## src/rtl/mips_pkg.sv

```systemverilog
// Shared MIPS pipeline definitions: opcodes, ALU operation encoding and decode bundles.
// The ALU encoding is shared with the EX stage.
package mips_pkg;

    localparam logic [5:0] OP_RTYPE = 6'h00;
    localparam logic [5:0] OP_BEQ   = 6'h04;
    localparam logic [5:0] OP_ADDI  = 6'h08;
    localparam logic [5:0] OP_SLTI  = 6'h0A;
    localparam logic [5:0] OP_ANDI  = 6'h0C;
    localparam logic [5:0] OP_ORI   = 6'h0D;
    localparam logic [5:0] OP_LUI   = 6'h0F;
    localparam logic [5:0] OP_LW    = 6'h23;
    localparam logic [5:0] OP_SW    = 6'h2B;

    typedef enum logic [3:0] {
        ADD   = 4'd0,
        SUB   = 4'd1,
        AND   = 4'd2,
        OR    = 4'd3,
        SLT   = 4'd4,
        LUI   = 4'd5,
        RTYPE = 4'd15
    } alu_op_e;

    typedef enum logic [1:0] {
        IMM_SIGN = 2'd0,
        IMM_ZERO = 2'd1,
        IMM_LUI  = 2'd2
    } imm_kind_e;

    typedef struct packed {
        alu_op_e alu_op;
        logic    alu_src;
        logic    mem_write;
        logic    mem_read;
        logic    branch;
        logic    mem2reg;
        logic    reg_write;
        logic    illegal;
    } ex_ctrl_t;

    // Controls that travel to EX plus the ones consumed inside ID.
    typedef struct packed {
        ex_ctrl_t  ctrl;
        logic      reg_dst;
        logic      reads_rt;
        imm_kind_e imm_kind;
    } dec_t;

    localparam int DEC_W = $bits(dec_t);

endpackage

```

## src/rtl/id_decoder.sv

```systemverilog
// Combinational opcode decoder: produces EX controls, destination select,
// rt-usage flag and immediate-extension kind as a flat dec_t vector.
module id_decoder
    import mips_pkg::*;
(
    input  logic [5:0]       opcode_i,
    output logic [DEC_W-1:0] dec_o
);

    dec_t dec;

    always_comb begin
        dec = '0;
        case (opcode_i)
            OP_RTYPE: begin
                dec.ctrl.alu_op    = RTYPE;
                dec.ctrl.reg_write = 1'b1;
                dec.reg_dst        = 1'b1;
                dec.reads_rt       = 1'b1;
            end
            OP_LW: begin
                dec.ctrl.alu_op    = ADD;
                dec.ctrl.alu_src   = 1'b1;
                dec.ctrl.mem_read  = 1'b1;
                dec.ctrl.mem2reg   = 1'b1;
                dec.ctrl.reg_write = 1'b1;
            end
            OP_SW: begin
                dec.ctrl.alu_op    = ADD;
                dec.ctrl.alu_src   = 1'b1;
                dec.ctrl.mem_write = 1'b1;
                dec.reads_rt       = 1'b1;
            end
            OP_BEQ: begin
                dec.ctrl.alu_op    = SUB;
                dec.ctrl.branch    = 1'b1;
                dec.reads_rt       = 1'b1;
            end
            OP_ADDI, OP_SLTI: begin
                dec.ctrl.alu_op    = (opcode_i == OP_ADDI) ? ADD : SLT;
                dec.ctrl.alu_src   = 1'b1;
                dec.ctrl.reg_write = 1'b1;
            end
            OP_ANDI, OP_ORI: begin
                dec.ctrl.alu_op    = (opcode_i == OP_ANDI) ? AND : OR;
                dec.ctrl.alu_src   = 1'b1;
                dec.ctrl.reg_write = 1'b1;
                dec.imm_kind       = IMM_ZERO;
            end
            OP_LUI: begin
                dec.ctrl.alu_op    = LUI;
                dec.ctrl.alu_src   = 1'b1;
                dec.ctrl.reg_write = 1'b1;
                dec.imm_kind       = IMM_LUI;
            end
            default: dec.ctrl.illegal = 1'b1;
        endcase
    end

    assign dec_o = dec;

endmodule

```

## src/rtl/id_stage_pipe.sv

```systemverilog
// MIPS ID stage with ID/EX register, valid/ready flow control, load-use stall and flush.
// Optional macro ID_WB_BYPASS_EN forwards the write-back port into the captured operands.
module id_stage_pipe
    import mips_pkg::*;
#(
    parameter int XLEN = 32
) (
    input  logic            clk,
    input  logic            nrst,
    input  logic            i_IF_valid,
    input  logic [31:0]     i_IF_instr,
    input  logic [XLEN-1:0] i_IF_pcnext,
    output logic            o_IF_ready,
    output logic [4:0]      o_reg_addr1,
    output logic [4:0]      o_reg_addr2,
    input  logic [XLEN-1:0] i_reg_data1,
    input  logic [XLEN-1:0] i_reg_data2,
    input  logic            i_WB_we,
    input  logic [4:0]      i_WB_addr,
    input  logic [XLEN-1:0] i_WB_data,
    input  logic            i_flush,
    input  logic            i_EX_ready,
    output logic            o_EX_valid,
    output logic [XLEN-1:0] o_EX_data_RSData,
    output logic [XLEN-1:0] o_EX_data_RTData,
    output logic [4:0]      o_EX_data_RTAddr,
    output logic [4:0]      o_EX_data_DstAddr,
    output logic [XLEN-1:0] o_EX_data_ExtImm,
    output logic [4:0]      o_EX_data_Shamt,
    output logic [5:0]      o_EX_data_Funct,
    output logic [XLEN-1:0] o_EX_data_PCNext,
    output logic [3:0]      o_EX_ctrl_ALUOp,
    output logic            o_EX_ctrl_ALUSrc,
    output logic            o_EX_ctrl_MemWrite,
    output logic            o_EX_ctrl_MemRead,
    output logic            o_EX_ctrl_Branch,
    output logic            o_EX_ctrl_Mem2Reg,
    output logic            o_EX_ctrl_RegWrite,
    output logic            o_EX_illegal
);

    logic [4:0]       rs, rt, rd;
    logic [15:0]      imm;
    logic [DEC_W-1:0] dec_bits;
    dec_t             dec;
    logic [XLEN-1:0]  ext_imm, rs_data, rt_data;
    logic             hazard, adv;

    assign rs  = i_IF_instr[25:21];
    assign rt  = i_IF_instr[20:16];
    assign rd  = i_IF_instr[15:11];
    assign imm = i_IF_instr[15:0];
    assign o_reg_addr1 = rs;
    assign o_reg_addr2 = rt;

    id_decoder u_decoder (
        .opcode_i (i_IF_instr[31:26]),
        .dec_o    (dec_bits)
    );
    assign dec = dec_t'(dec_bits);

    always_comb begin
        ext_imm = {{(XLEN-16){imm[15]}}, imm};
        case (dec.imm_kind)
            IMM_ZERO: ext_imm = {{(XLEN-16){1'b0}}, imm};
            IMM_LUI: begin
                ext_imm       = '0;
                ext_imm[31:0] = {imm, 16'h0000};
            end
            default: ;
        endcase
    end

`ifdef ID_WB_BYPASS_EN
    // Register file may read the old value on a same-cycle write; take the WB data instead.
    assign rs_data = (i_WB_we && (i_WB_addr != 5'd0) && (i_WB_addr == rs)) ? i_WB_data : i_reg_data1;
    assign rt_data = (i_WB_we && (i_WB_addr != 5'd0) && (i_WB_addr == rt)) ? i_WB_data : i_reg_data2;
`else
    logic unused_wb;
    assign unused_wb = ^{i_WB_we, i_WB_addr, i_WB_data};
    assign rs_data   = i_reg_data1;
    assign rt_data   = i_reg_data2;
`endif

    logic            valid_q, valid_d;
    ex_ctrl_t        ctrl_q, ctrl_d;
    logic [XLEN-1:0] rs_data_q, rs_data_d, rt_data_q, rt_data_d;
    logic [XLEN-1:0] imm_q, imm_d, pcnext_q, pcnext_d;
    logic [4:0]      rt_addr_q, rt_addr_d, dst_q, dst_d, shamt_q, shamt_d;
    logic [5:0]      funct_q, funct_d;

    assign hazard = valid_q && ctrl_q.mem_read && (dst_q != 5'd0) &&
                    ((dst_q == rs) || ((dst_q == rt) && dec.reads_rt));
    assign adv        = ~valid_q | i_EX_ready;
    assign o_IF_ready = i_flush | (adv & ~hazard);

    // Flush beats stall beats load; a bubble only clears valid and controls.
    always_comb begin
        valid_d   = valid_q;
        ctrl_d    = ctrl_q;
        rs_data_d = rs_data_q;
        rt_data_d = rt_data_q;
        rt_addr_d = rt_addr_q;
        dst_d     = dst_q;
        imm_d     = imm_q;
        shamt_d   = shamt_q;
        funct_d   = funct_q;
        pcnext_d  = pcnext_q;
        if (adv && (i_flush || hazard || !i_IF_valid)) begin
            valid_d = 1'b0;
            ctrl_d  = '0;
        end else if (adv && !i_flush) begin
            valid_d   = 1'b1;
            ctrl_d    = dec.ctrl;
            rs_data_d = rs_data;
            rt_data_d = rt_data;
            rt_addr_d = rt;
            dst_d     = dec.reg_dst ? rd : rt;
            imm_d     = ext_imm;
            shamt_d   = i_IF_instr[10:6];
            funct_d   = i_IF_instr[5:0];
            pcnext_d  = i_IF_pcnext;
        end
    end

    always_ff @(posedge clk or negedge nrst) begin
        if (!nrst) begin
            valid_q   <= 1'b0;
            ctrl_q    <= '0;
            rs_data_q <= '0;
            rt_data_q <= '0;
            rt_addr_q <= '0;
            dst_q     <= '0;
            imm_q     <= '0;
            shamt_q   <= '0;
            funct_q   <= '0;
            pcnext_q  <= '0;
        end else begin
            valid_q   <= valid_d;
            ctrl_q    <= ctrl_d;
            rs_data_q <= rs_data_d;
            rt_data_q <= rt_data_d;
            rt_addr_q <= rt_addr_d;
            dst_q     <= dst_d;
            imm_q     <= imm_d;
            shamt_q   <= shamt_d;
            funct_q   <= funct_d;
            pcnext_q  <= pcnext_d;
        end
    end

    assign o_EX_valid         = valid_q;
    assign o_EX_data_RSData   = rs_data_q;
    assign o_EX_data_RTData   = rt_data_q;
    assign o_EX_data_RTAddr   = rt_addr_q;
    assign o_EX_data_DstAddr  = dst_q;
    assign o_EX_data_ExtImm   = imm_q;
    assign o_EX_data_Shamt    = shamt_q;
    assign o_EX_data_Funct    = funct_q;
    assign o_EX_data_PCNext   = pcnext_q;
    assign o_EX_ctrl_ALUOp    = ctrl_q.alu_op;
    assign o_EX_ctrl_ALUSrc   = ctrl_q.alu_src;
    assign o_EX_ctrl_MemWrite = ctrl_q.mem_write;
    assign o_EX_ctrl_MemRead  = ctrl_q.mem_read;
    assign o_EX_ctrl_Branch   = ctrl_q.branch;
    assign o_EX_ctrl_Mem2Reg  = ctrl_q.mem2reg;
    assign o_EX_ctrl_RegWrite = ctrl_q.reg_write;
    assign o_EX_illegal       = ctrl_q.illegal;

endmodule
```

## config.mk

```make
export PLATFORM = sky130hd
export DESIGN_NAME = id_stage_pipe
export DESIGN_NICKNAME = d
export VERILOG_FILES = /design/src/rtl/mips_pkg.sv /design/src/rtl/id_decoder.sv /design/src/rtl/id_stage_pipe.sv
export SDC_FILE = /design/constraint.sdc
export NUM_CORES = 1
export LEC_CHECK = 0
export CAP_MARGIN = 20
export CELL_PAD_IN_SITES_DETAIL_PLACEMENT = 0
export CELL_PAD_IN_SITES_GLOBAL_PLACEMENT = 2
export CORE_ASPECT_RATIO = 0.75
export CORE_MARGIN = 1
export CORE_UTILIZATION = 25
export DETAILED_ROUTE_END_ITERATION = 16
export PLACE_DENSITY_LB_ADDON = 0.1
export SETUP_SLACK_MARGIN = 0.3
export SYNTH_ARGS = -nofsm -noshare
export SYNTH_HDL_FRONTEND = slang
export SYNTH_SLANG_ARGS = --single-unit
```

## constraint.sdc

```tcl
create_clock -name clk -period 3.4 [get_ports clk]
set_clock_uncertainty 0.15 [all_clocks]
set_input_delay 0.34 -clock clk [delete_from_list [all_inputs] [get_ports clk]]
set_output_delay 0.34 -clock clk [all_outputs]
set_load 0.01 [all_outputs]
```

## Yosys cells after proc, flatten, opt, wreduce, memory -nomap -nowiden

Cells that the tools add are included.

- Eq/ne operators: 12
- Muxes and demuxes: 18
- Bitwise operators: 6
- Reduce and logical (&&, ||, !) cells: 21

Operator list:

| operator | number |
|---|---|
| one-hot mux 32 bit (2 select lines) | 1 |
| equality test 6 x 4 -> 1 bit, second input constant | 5 |
| 2-to-1 mux 11 bit | 2 |
| one-hot mux 4 bit (5 select lines) | 1 |
| OR reduction 7 bit | 2 |
| equality test 6 bit, second input constant | 2 |
| 2-to-1 mux 1 bit | 11 |
| equality test 5 bit | 2 |
| OR reduction 9 bit | 1 |
| equality test 6 x 3 -> 1 bit, second input constant | 1 |
| logical AND 1 bit | 6 |
| zero test 6 bit | 1 |
| 2-to-1 mux 5 bit | 1 |
| nonzero test 5 bit | 1 |
| one-hot mux 2 bit (2 select lines) | 1 |
| OR reduction 2 bit | 2 |
| logical OR 1 bit | 3 |
| 2-to-1 mux 3 bit | 1 |
| inverter 1 bit | 3 |
| OR reduction 3 bit | 1 |
| equality test 2 x 1 -> 1 bit, second input constant | 1 |
| equality test 2 bit, second input constant | 1 |
| zero test 1 bit | 2 |
| OR 1 bit | 2 |
| other kinds (3) | 3 |

- Register bits: 161
- Input bits: 171
- Output and inout port bits: 172
- Logic and storage cells: 74

## Logic depth before layout (Yosys ltp)

Gate-level depths: netlist (run 1).

- Depth after elaboration: 11
- Depth in mapped cells: 10
- Depth with buffers taken out: 8

## Cells and area by module

A second synthesis (run 1) with hierarchy kept.

- Cells, all modules: 504
- Area, all modules: 7003.0 µm²

Modules (own cells, without submodules):

| module | times used | cells each | area an instance (µm²) |
|---|---|---|---|
| id_stage_pipe | 1 | 460 | 6717.7 |
| id_decoder | 1 | 44 | 285.3 |

## Least setup slack after synthesis (run 1)

Ideal clock, no wire load.

- Path kind: flip-flop to flip-flop
- From: register dst_q[1], in the netlist o_EX_data_DstAddr[1]
- To: register rt_data_q[10], in the netlist o_EX_data_RTData[10]
- Arrival: 2.236 ns
- Data required time: 3.122 ns
- Slack: 0.886 ns
- Cell stages (with the launch flop): 8
- Path buffers: 2
- Period minus slack after synthesis: 2.514 ns
- Path through: dfrtp_1 > or4_1 > o211ai_2 > nor4b_2 > nor4_2 > buf_2 > buf_4 > mux2_1

- Word-level cells in the longest chain between the ends: 9

RTL lines:

| element | RTL line | RTL |
|---|---|---|
| from (decl) | id_stage_pipe.sv:89 | `logic [4:0] rt_addr_q, rt_addr_d, dst_q, dst_d, shamt_q, shamt_d;` |
| from (signal assigned) | id_stage_pipe.sv:144 | `dst_q <= dst_d;` |
| equality test 5 bit | id_stage_pipe.sv:93 | `((dst_q == rs) \|\| ((dst_q == rt) && dec.reads_rt));` |
| logical AND 1 bit | id_stage_pipe.sv:93 |  |
| logical OR 1 bit | id_stage_pipe.sv:93 |  |
| logical AND 1 bit * | id_stage_pipe.sv:92 | `assign hazard = valid_q && ctrl_q.mem_read && (dst_q != 5'd0) &&` |
| logical OR 1 bit * (2 in a row) | id_stage_pipe.sv:109 | `if (adv && (i_flush \|\| hazard \|\| !i_IF_valid)) begin` |
| logical AND 1 bit * | id_stage_pipe.sv:109 |  |
| inverter 1 bit (no source line) * | -- |  |
| AND reduction 2 bit (no source line) * | -- |  |
| to (signal assigned) | id_stage_pipe.sv:142 | `rt_data_q <= rt_data_d;` |
| to (decl) | id_stage_pipe.sv:87 | `logic [XLEN-1:0] rs_data_q, rs_data_d, rt_data_q, rt_data_d;` |

Every way passes the cells marked *; elsewhere a longest branch is shown, timed or not.
A chain may end at the register's enable or synchronous reset.

## Worst setup path in the final report (run 1)

- From: register dst_q[2], in the netlist o_EX_data_DstAddr[2]
- To: register dst_q[3], in the netlist o_EX_data_DstAddr[3]

- Word-level cells in the longest chain between the ends: 9

RTL lines:

| element | RTL line |
|---|---|
| equality test 5 bit | id_stage_pipe.sv:93 |
| logical AND 1 bit | id_stage_pipe.sv:93 |
| logical OR 1 bit | id_stage_pipe.sv:93 |
| logical AND 1 bit * | id_stage_pipe.sv:92 |
| logical OR 1 bit * (2 in a row) | id_stage_pipe.sv:109 |
| logical AND 1 bit * | id_stage_pipe.sv:109 |
| inverter 1 bit (no source line) * | -- |
| AND reduction 2 bit (no source line) * | -- |

Marked as above.

==> metrics.csv, run 1 <==
metric;value;unit
worst_ep_required_time;3550;ps
die_y;145;µm
synth_area;0.00677;mm²
yosys.area.top_type;dfrtp_1;
cap_violations;0;
gp_congestion;0.768;
rows;51;
min_path_type;reg -> reg;
clkSinkCount;160;
fin_util;41.4;%
r2r_slack;510;ps
drive_gt1_share;7.73;%
timing.critical_path.to_type;register;
grt_pass1_vias;5406;
overflow;0;
postCtsSetupBuffers;0;
p_per_area;555;mW/mm²
clkPwrFrac;34.1;%
cts-root-buf;clkbuf_16;
vias;4940;
routed_wl;20300;µm
drc;0;
core;0.0263;mm²
layout_setup_ws;507;ps
yosysWarnings;0;
synth_top_area_share;59.1;%
critPathKind;reg -> reg;
place_hpwl;15000;µm
ctsHtreeMaxLevel;4;
syn-num-nets;670;
routedWlPerCell;17.5;µm
syn_avg_cell_area;13.7;µm²
area_delta_synth_final;60.6;%
cp-start-kind;register;
finalHoldViolations;0;
synth-seq-cells;160;
worst_slew_pin_slew;697;ps
p_leak;0.00458;µW
p_seq_share;40.1;%
setup_viol;0;
tritoncts;yes;
fmax;346;MHz
ir_drop;0.336;mV
combPwrFrac;25.8;%
final_antenna_net_count;0;
antennaDiodeCount;0;
crit_fanout;14;
tns;0;ps
min_period_over_period;85.1;%
grt_usage;14.8;%
start_util;25.8;%
nFillCells;2450;
numCtsBuffers;17;
antenna_found_initial;0;
grt_setup_unrepaired;no;
layout_min_cycle_time;2890;ps
status;finished, final reports clean;
grt_max_degree;71;
p_int;4460;µW
io_pins;343;
ys_types;38;
switchingPower;1580;µW
grt_first_pass_wirelength;31100;µm
dr.pass1.iters;4;
die_area;0.0278;mm²
detailedRoute.firstIterationViolations;193;
swShare;26.1;%
netlist_top_cells_area;dfrtp_1 59%, mux2_1 19%, mux2i_1 4.7%;
clkLatencyLatePin;420;ps
netlist_instances;496;
slew_viol_final;0;
clk_pin_slew;70;ps
relSlewSlack;53.5;%
routed_via_density;4.26;
io_buffers;304;
ys_seq_area_share;59.1;%
fin_area;0.0109;mm²
dpl_cell_area;0.0102;mm²
nets;977;
crit_arrival;3040;ps
chipWidth;192;µm
cts_max_path_buffers;2;
dpl_worst_slack;354;ps
repair_timing:
action,CTS,global route
hold endpoints to repair,68,0
resized for setup,1,0
setup endpoints to repair,1,0
hold buffers,1,0
per-stage QoR:
stage	power, µW	cells	hold WS [ps]
floorplan	2970	496	-106
global placement	4010	1127	254
detailed placement	4030	1127	262
CTS	6170	1159	333
global route	6370	1159	339
finish	6040	1159	332
worst paths after layout:
kind / start / cells after the start / to
max: o_EX_data_DstAddr[2]$_DFFE_PN0P_ / 8 / o_EX_data_DstAddr[3]$_DFFE_PN0P_
min: o_EX_data_RSData[29]$_DFFE_PN0P_ / 1 / o_EX_data_RSData[29]$_DFFE_PN0P_
max reg2reg: o_EX_data_DstAddr[2]$_DFFE_PN0P_ / 8 / o_EX_data_DstAddr[3]$_DFFE_PN0P_
min reg2reg: o_EX_data_RSData[29]$_DFFE_PN0P_ / 1 / o_EX_data_RSData[29]$_DFFE_PN0P_
max in group asynchronous: nrst / 3 / o_EX_data_ExtImm[12]$_DFFE_PN0P_
min in group asynchronous: nrst / 2 / o_EX_valid$_DFFE_PN0P_
cell usage in the layout, fill, tap and decap left out, types with 2 or more instances in the layout:
cell               n
ha_1               3
a22o_1             4
a21oi_1           18
nor2b_1            3
nor3_1             4
nand2b_1           2
buf_4             17
clkbuf_1           2
o22ai_1            2
xnor2_1            8
nor2_1             7
nand3_1            4
or2_2              2
mux2_2             6
nand2_1           19
bufinv_16          4
o21ai_0            2
xor2_1             3
a32o_1             7
clkbuf_8           3
buf_12             5
mux2i_1           32
nor4_1             3
clkdlybuf4s50_1  302
dfrtp_1          160
inv_1             37
clkinv_2           2
clkbuf_16         17
mux2_1           117
worst max-delay path, stage by stage, from the launching register on:
cell and delay [ps]:
dfrtp_1 440, or4_1 540, o211ai_2 200, nor4b_2 70, buf_4 160, nor4_4 390
buf_12 200, buf_4 250, mux2_1 360
power groups by stage:
| stage | clock [µW] | sequential (µW) | combinational (µW) |
|---|---|---|---|
| after global routing | 2220 | 2470 | 1690 |
| after global placement | 0 | 2440 | 1580 |
| after floorplan | 0 | 2590 | 381 |
| after CTS | 2150 | 2420 | 1590 |
| after detailed placement | 0 | 2450 | 1580 |
| final | 2060 | 2420 | 1560 |
registers in the layout, summed over array words and instances, names as in the netlist, 4 cells and up:
name / cells
o_EX_data_RSData: 32
o_EX_data_RTData: 32
o_EX_data_DstAddr: 5
o_EX_data_RTAddr: 5
o_EX_data_Shamt: 5
o_EX_data_ExtImm: 32
o_EX_data_PCNext: 32
o_EX_data_Funct: 6
o_EX_ctrl_ALUOp: 4
kinds of logic after synthesis:
family	share of synthesized area [%]
and+or+nand+nor	3.99
xor gates and xnor gates	1.42
muxes	25.2
buffers and inverters	5.69
DFF	59.1
adders and majority gates	0.702
AOI/OAI and AO/OA	3.88
per-layer routing:
metal	up-vias	track usage (%)	wire length, µm
li1	2310	-	-
met3	13	6.87	1940
met1	2438	18.1	8690
met2	179	23.5	9490
met5	-	0	0
met4	0	3.90	174
Yosys cell counts, drive strengths merged:
| cell type | instances |
|---|---|
| xnor2 | 8 |
| a21o | 1 |
| a21oi | 18 |
| mux2i | 32 |
| ha | 3 |
| nor2b | 3 |
| xor2 | 3 |
| nand4 | 1 |
| inv | 37 |
| o21ai | 2 |
| a32o | 7 |
| nand3 | 4 |
| clkbuf | 11 |
| nand2b | 2 |
| or3 | 1 |
| nor4 | 4 |
| dfrtp | 160 |
| and3 | 1 |
| or4 | 1 |
| nor2 | 7 |
| o2bb2ai | 1 |
| buf | 28 |
| nor3 | 4 |
| o211ai | 1 |
| a2111oi | 1 |
| mux2 | 123 |
| o22ai | 2 |
| maj3 | 1 |
| and4b | 1 |
| and2 | 1 |
| nand2 | 19 |
| a22o | 4 |
| or2 | 2 |
| nor4b | 1 |
| o31ai | 1 |
cell type report:
class                   instances  area [µm²]  share of cell area (%)
repair buffers                327        3280                    30.2
clock buffers                  22         474                    4.36
clock inverters                 9         155                    1.43
inverters                      37         139                    1.28
flip-flops and latches        160        4000                    36.8
multi-input cells             260        2390                    22.0
well taps                     344         430                    3.96
No activity file was read; power rests on OpenSTA's default activity.
==> run 2: changes to the inputs <==
--- a/config.mk
+++ b/config.mk
@@ -9,9 +9,9 @@
 export CELL_PAD_IN_SITES_DETAIL_PLACEMENT = 0
 export CELL_PAD_IN_SITES_GLOBAL_PLACEMENT = 2
 export CORE_ASPECT_RATIO = 0.75
-export CORE_MARGIN = 1
-export CORE_UTILIZATION = 25
+export CORE_UTILIZATION = 35
 export DETAILED_ROUTE_END_ITERATION = 16
+export DONT_BUFFER_PORTS = 1
 export PLACE_DENSITY_LB_ADDON = 0.1
 export SETUP_SLACK_MARGIN = 0.3
 export SYNTH_ARGS = -nofsm -noshare
==> metrics.csv, run 2 (synthesis gave the netlist of run 1 again) <==
metric;value;unit;change
status;finished with violations;;
violations;negative hold slack;;
routed_via_density;4.86;;+14%
relSlewSlack;40.2;%;-13 points
start_util;36.2;%;+10 points
grt_pass1_vias;4656;;-14%
layout_common_cells;160 x dfrtp_1, 120 x dlygate4sd3_1, 117 x mux2_1, 37 x inv_1, 32 x mux2i_1;;
cp-start-kind;register;;
cap_violations;0;;unchanged
nFillCells;1671;;-32%
chipWidth;163;µm;-15%
rows;43;;-16%
holdBufCountCts;120;;+119
worst_r2r_endpoint;o_EX_data_Shamt[4]$_DFFE_PN0P_;;
cp_cell_sequence;or4_1 > o211ai_2 > nor4_1 > nor4_4 > buf_12 > buf_4 > mux2_1;;
nets;782;;-20%
grt_max_degree;161;;+130%
dr.pass1.iters;4;;unchanged
timing.critical_path.to_type;register;;
tritoncts;yes;;
seq_area;0.00400;mm²;unchanged
gp_congestion;0.727;;-5.3%
fmax;345;MHz;-0.30%
fin_area;0.00878;mm²;-19%
r2r_cells;7;;-1
final_antenna_net_count;0;;unchanged
clkLatencyLatePin;420;ps;about the same
ir_drop;0.343;mV;+2.0%
drive_gt1_share;8.86;%;+1.1 points
drc;0;;unchanged
postCtsSetupBuffers;0;;unchanged
cts_max_path_buffers;2;;unchanged
grt_setup_unrepaired;no;;
cts_resized;0;;-1
grt_usage;17.3;%;+2.5 points
critPathMaxStageDelay;590;ps;+50 ps
worst_ep_required_time;3550;ps;about the same
tns;0;ps;unchanged
dpl_cell_area;0.00697;mm²;-32%
crit_start;o_EX_data_DstAddr[1]$_DFFE_PN0P_;;
ctsHtreeMaxLevel;4;;unchanged
area_delta_synth_final;29.6;%;
p_per_area;581;mW/mm²;+4.6%
critPathKind;reg -> reg;;
cts-root-buf;clkbuf_16;;
dp.cells;716;;-36%
routedWlPerCell;19.2;µm;+9.8%
numCtsBuffers;17;;unchanged
place_hpwl;11200;µm;-25%
worst_slew_pin_slew;889;ps;+192 ps
layout_min_cycle_time;2900;ps;+8.73 ps
slew_viol_final;0;;unchanged
vias;4225;;-14%
die_area;0.0199;mm²;-28%
setup_viol;0;;unchanged
clkSinkCount;160;;unchanged
rr_startpoint;o_EX_data_DstAddr[1]$_DFFE_PN0P_;;
r2r_slack;500;ps;about the same
overflow;0;;unchanged
final_cells;869;;-25%
io_pins;343;;unchanged
crit_fanout;12;;-2
crit_arrival;3050;ps;about the same
layout_commonest_cell;dfrtp_1;;
p_leak;0.00383;µW;-16%
clk_pin_slew;70;ps;about the same
hold_ws;-546;ps;-878 ps
min_period_over_period;85.3;%;+0.26 points
multi_input_area;0.00239;mm²;unchanged
min_path_type;in -> async;;
antenna_found_initial;1;;+1
io_buffers;0;;-100%
detailedRoute.firstIterationViolations;186;;-3.6%
die_y;122;µm;-15%
power.total;5100;µW;-16%
cpMaxStageDelayCell;or4_1;;
grt_first_pass_wirelength;26000;µm;-16%
routed_wl;16700;µm;-18%
finalHoldViolations;160;;+160
core;0.0187;mm²;-29%
run 2: through the flow:
stage / worst slack, ps / utilization (%)
2_1_floorplan: 886 / -
5_1_grt: 381 / 46.9
3_5_place_dp: 492 / 37.2
4_1_cts: 475 / 46.9
6_report: 499 / 46.9
3_3_place_gp: 521 / 37.2
run 2: cell type report:
class / count / share of cell area (%)
Tap cell: 247 / 3.52
Timing Repair Buffer: 132 / 15.1
Clock buffer: 18 / 5.00
Sequential cell: 160 / 45.6
Clock inverter: 14 / 1.85
Inverter: 37 / 1.58
Antenna cell: 1 / 0.0285
Multi-Input combinational cell: 260 / 27.2
run 2: metal layers:
metal | vias up | GRT usage [%] | share of wire [%]
met5 | - | 0 | 0
met1 | 2110 | 20.3 | 40
li1 | 1913 | - | -
met3 | 11 | 6.22 | 8.3
met2 | 191 | 29.4 | 51
met4 | 0 | 5.78 | 1.2
run 2: worst max path at each step:
| stage | to | slack (ps) | cells past startpoint |
|---|---|---|---|
| 2_1_floorplan | o_EX_data_RTData[10]$_DFFE_PN0P_ | 890 | 7 |
| 3_3_place_gp | o_EX_data_RTAddr[0]$_DFFE_PN0P_ | 520 | 7 |
| 3_5_place_dp | o_EX_data_Shamt[4]$_DFFE_PN0P_ | 490 | 7 |
| 4_1_cts | o_EX_data_Shamt[4]$_DFFE_PN0P_ | 480 | 7 |
| 5_1_grt | o_EX_data_PCNext[5]$_DFFE_PN0P_ | 380 | 6 |
| 6_report | o_EX_data_Shamt[4]$_DFFE_PN0P_ | 500 | 7 |
run 2: critical path: cells and delay by family, from the launching register on:
kind                   cells  cell delay, ps
muxes                      1             360
AOI/OAI and AO/OA          1             210
DFF                        1             480
and+or+nand+nor            3            1140
buffers and inverters      2             430
run 2: power by group:
group,internal (µW),switching [µW]
logic,333,214
clock network,1010,879
registers,2230,428
==> run 3: changes to the inputs <==
--- a/config.mk
+++ b/config.mk
@@ -13,7 +13,9 @@
 export DETAILED_ROUTE_END_ITERATION = 16
 export DONT_BUFFER_PORTS = 1
 export PLACE_DENSITY_LB_ADDON = 0.1
+export RECOVER_POWER = 50
 export SETUP_SLACK_MARGIN = 0.3
+export SLEW_MARGIN = 40
 export SYNTH_ARGS = -nofsm -noshare
 export SYNTH_HDL_FRONTEND = slang
 export SYNTH_SLANG_ARGS = --single-unit
==> metrics.csv, run 3 (synthesis gave the netlist of run 1 again) <==
metric;value;unit;change
status;finished with violations;;
violations;negative hold slack;;
grt_max_degree;161;;unchanged
worst_slew_pin_slew;548;ps;-341 ps
layout_common_cells;160 x dfrtp_1, 120 x dlygate4sd3_1, 117 x mux2_1, 37 x inv_1, 32 x mux2i_1;;
postCtsSetupBuffers;0;;unchanged
cp-start-kind;register;;
fmax;344;MHz;-0.10%
min_period_over_period;85.4;%;+0.087 points
rr_startpoint;o_EX_data_DstAddr[1]$_DFFE_PN0P_;;
setup_viol;0;;unchanged
ctsHtreeMaxLevel;4;;unchanged
numCtsBuffers;17;;unchanged
holdBufCountCts;120;;unchanged
io_pins;343;;unchanged
place_hpwl;11200;µm;unchanged
grt_usage;17.3;%;unchanged
grt_pass1_vias;4656;;unchanged
layout_min_cycle_time;2900;ps;+2.95 ps
ir_drop;0.343;mV;unchanged
hold_ws;-546;ps;unchanged
timing.critical_path.to_type;register;;
p_per_area;580;mW/mm²;about the same
cts-root-buf;clkbuf_16;;
clkSinkCount;160;;unchanged
cts_resized;0;;unchanged
layout_setup_ws;496;ps;-2.95 ps
vias;4225;;unchanged
start_util;36.2;%;unchanged
cap_violations;0;;unchanged
routed_wl;16700;µm;about the same
layout_commonest_cell;dfrtp_1;;
worst_r2r_endpoint;o_EX_data_Shamt[4]$_DFFE_PN0P_;;
cts_max_path_buffers;2;;unchanged
grt_first_pass_wirelength;26000;µm;unchanged
antenna_found_initial;1;;unchanged
r2r_cells;7;;unchanged
dr.pass1.iters;4;;unchanged
die_y;122;µm;unchanged
core;0.0187;mm²;unchanged
worst_ep_required_time;3550;ps;about the same
rows;43;;unchanged
nets;782;;unchanged
area_delta_synth_final;29.7;%;about the same
routedWlPerCell;19.2;µm;about the same
min_path_type;in -> async;;
final_antenna_net_count;0;;unchanged
relSlewSlack;63.1;%;+23 points
overflow;0;;unchanged
crit_fanout;12;;unchanged
io_buffers;0;;unchanged
routed_via_density;4.86;;unchanged
slew_viol_final;0;;unchanged
r2r_slack;500;ps;about the same
tritoncts;yes;;
dpl_worst_slack;492;ps;unchanged
critPathKind;reg -> reg;;
p_leak;0.00383;µW;about the same
clkLatencyLatePin;420;ps;about the same
finalHoldViolations;160;;unchanged
dpl_cell_area;0.00697;mm²;unchanged
die_area;0.0199;mm²;unchanged
chipWidth;163;µm;unchanged
drive_gt1_share;9.02;%;+0.16 points
crit_start;o_EX_data_DstAddr[1]$_DFFE_PN0P_;;
nFillCells;1670;;-0.060%
crit_arrival;3050;ps;about the same
detailedRoute.firstIterationViolations;190;;+2.2%
grt_setup_unrepaired;no;;
clk_pin_slew;70;ps;about the same
fin_area;0.00878;mm²;about the same
tns;0;ps;unchanged
drc;0;;unchanged
gp_congestion;0.727;;unchanged
==> run 3: cell count changes in the layout (fill, tap and decap cells not counted) <==
cell    change
nor4_1      -1
nor4_2      +1
==> run 3: worst max-delay path: stages (launching register included) <==
cell      delay, ps
dfrtp_1         470
or4_1           590
o211ai_2        230
nor4b_2         120
nor4_4          420
buf_12          190
buf_4           240
mux2_1          360
==> run 3: worst max path at each step <==
stage,endpoint,slack (ps)
floorplan,o_EX_data_RTData[10]$_DFFE_PN0P_,890
global placement,o_EX_data_RTAddr[0]$_DFFE_PN0P_,520
detailed placement,o_EX_data_Shamt[4]$_DFFE_PN0P_,490
CTS,o_EX_data_Shamt[4]$_DFFE_PN0P_,480
global route,o_EX_data_PCNext[5]$_DFFE_PN0P_,370
finish,o_EX_data_Shamt[4]$_DFFE_PN0P_,500
==> run 3: area by class of cell <==
cell class	instances	area, µm²	area share [%]
Antenna cell	1	2.50	0.0285
Clock buffer	18	439	5.00
Sequential cell	160	4000	45.6
Multi-Input combinational cell	260	2400	27.3
Timing Repair Buffer	132	1330	15.1
Inverter	37	139	1.58
Clock inverter	14	163	1.85
Tap cell	247	309	3.52
==> run 3: per-layer routing <==
layer  GRT usage [%]  share of wire (%)  vias up
met5               0                  0        -
met4            5.78                1.2        0
met3            6.22                8.3       11
met2            29.4                 51      191
met1            20.3                 40     2110
li1                -                  -     1913
==> run 3: through the flow <==
stage	utilization, %	total power (µW)	hold WS, ps	std cells
after CTS	46.9	5180	-569	868
final	46.9	5100	-546	869
after detailed placement	37.2	3140	-103	716
after global placement	37.2	3120	-102	716
after floorplan	-	2970	-106	496
after global routing	46.9	5360	-583	869
==> run 3: where the power goes <==
part / total (µW) / switching (µW) / internal [µW]
Sequential: 2660 / 428 / 2230
Clock: 1890 / 879 / 1010
Combinational: 548 / 215 / 333
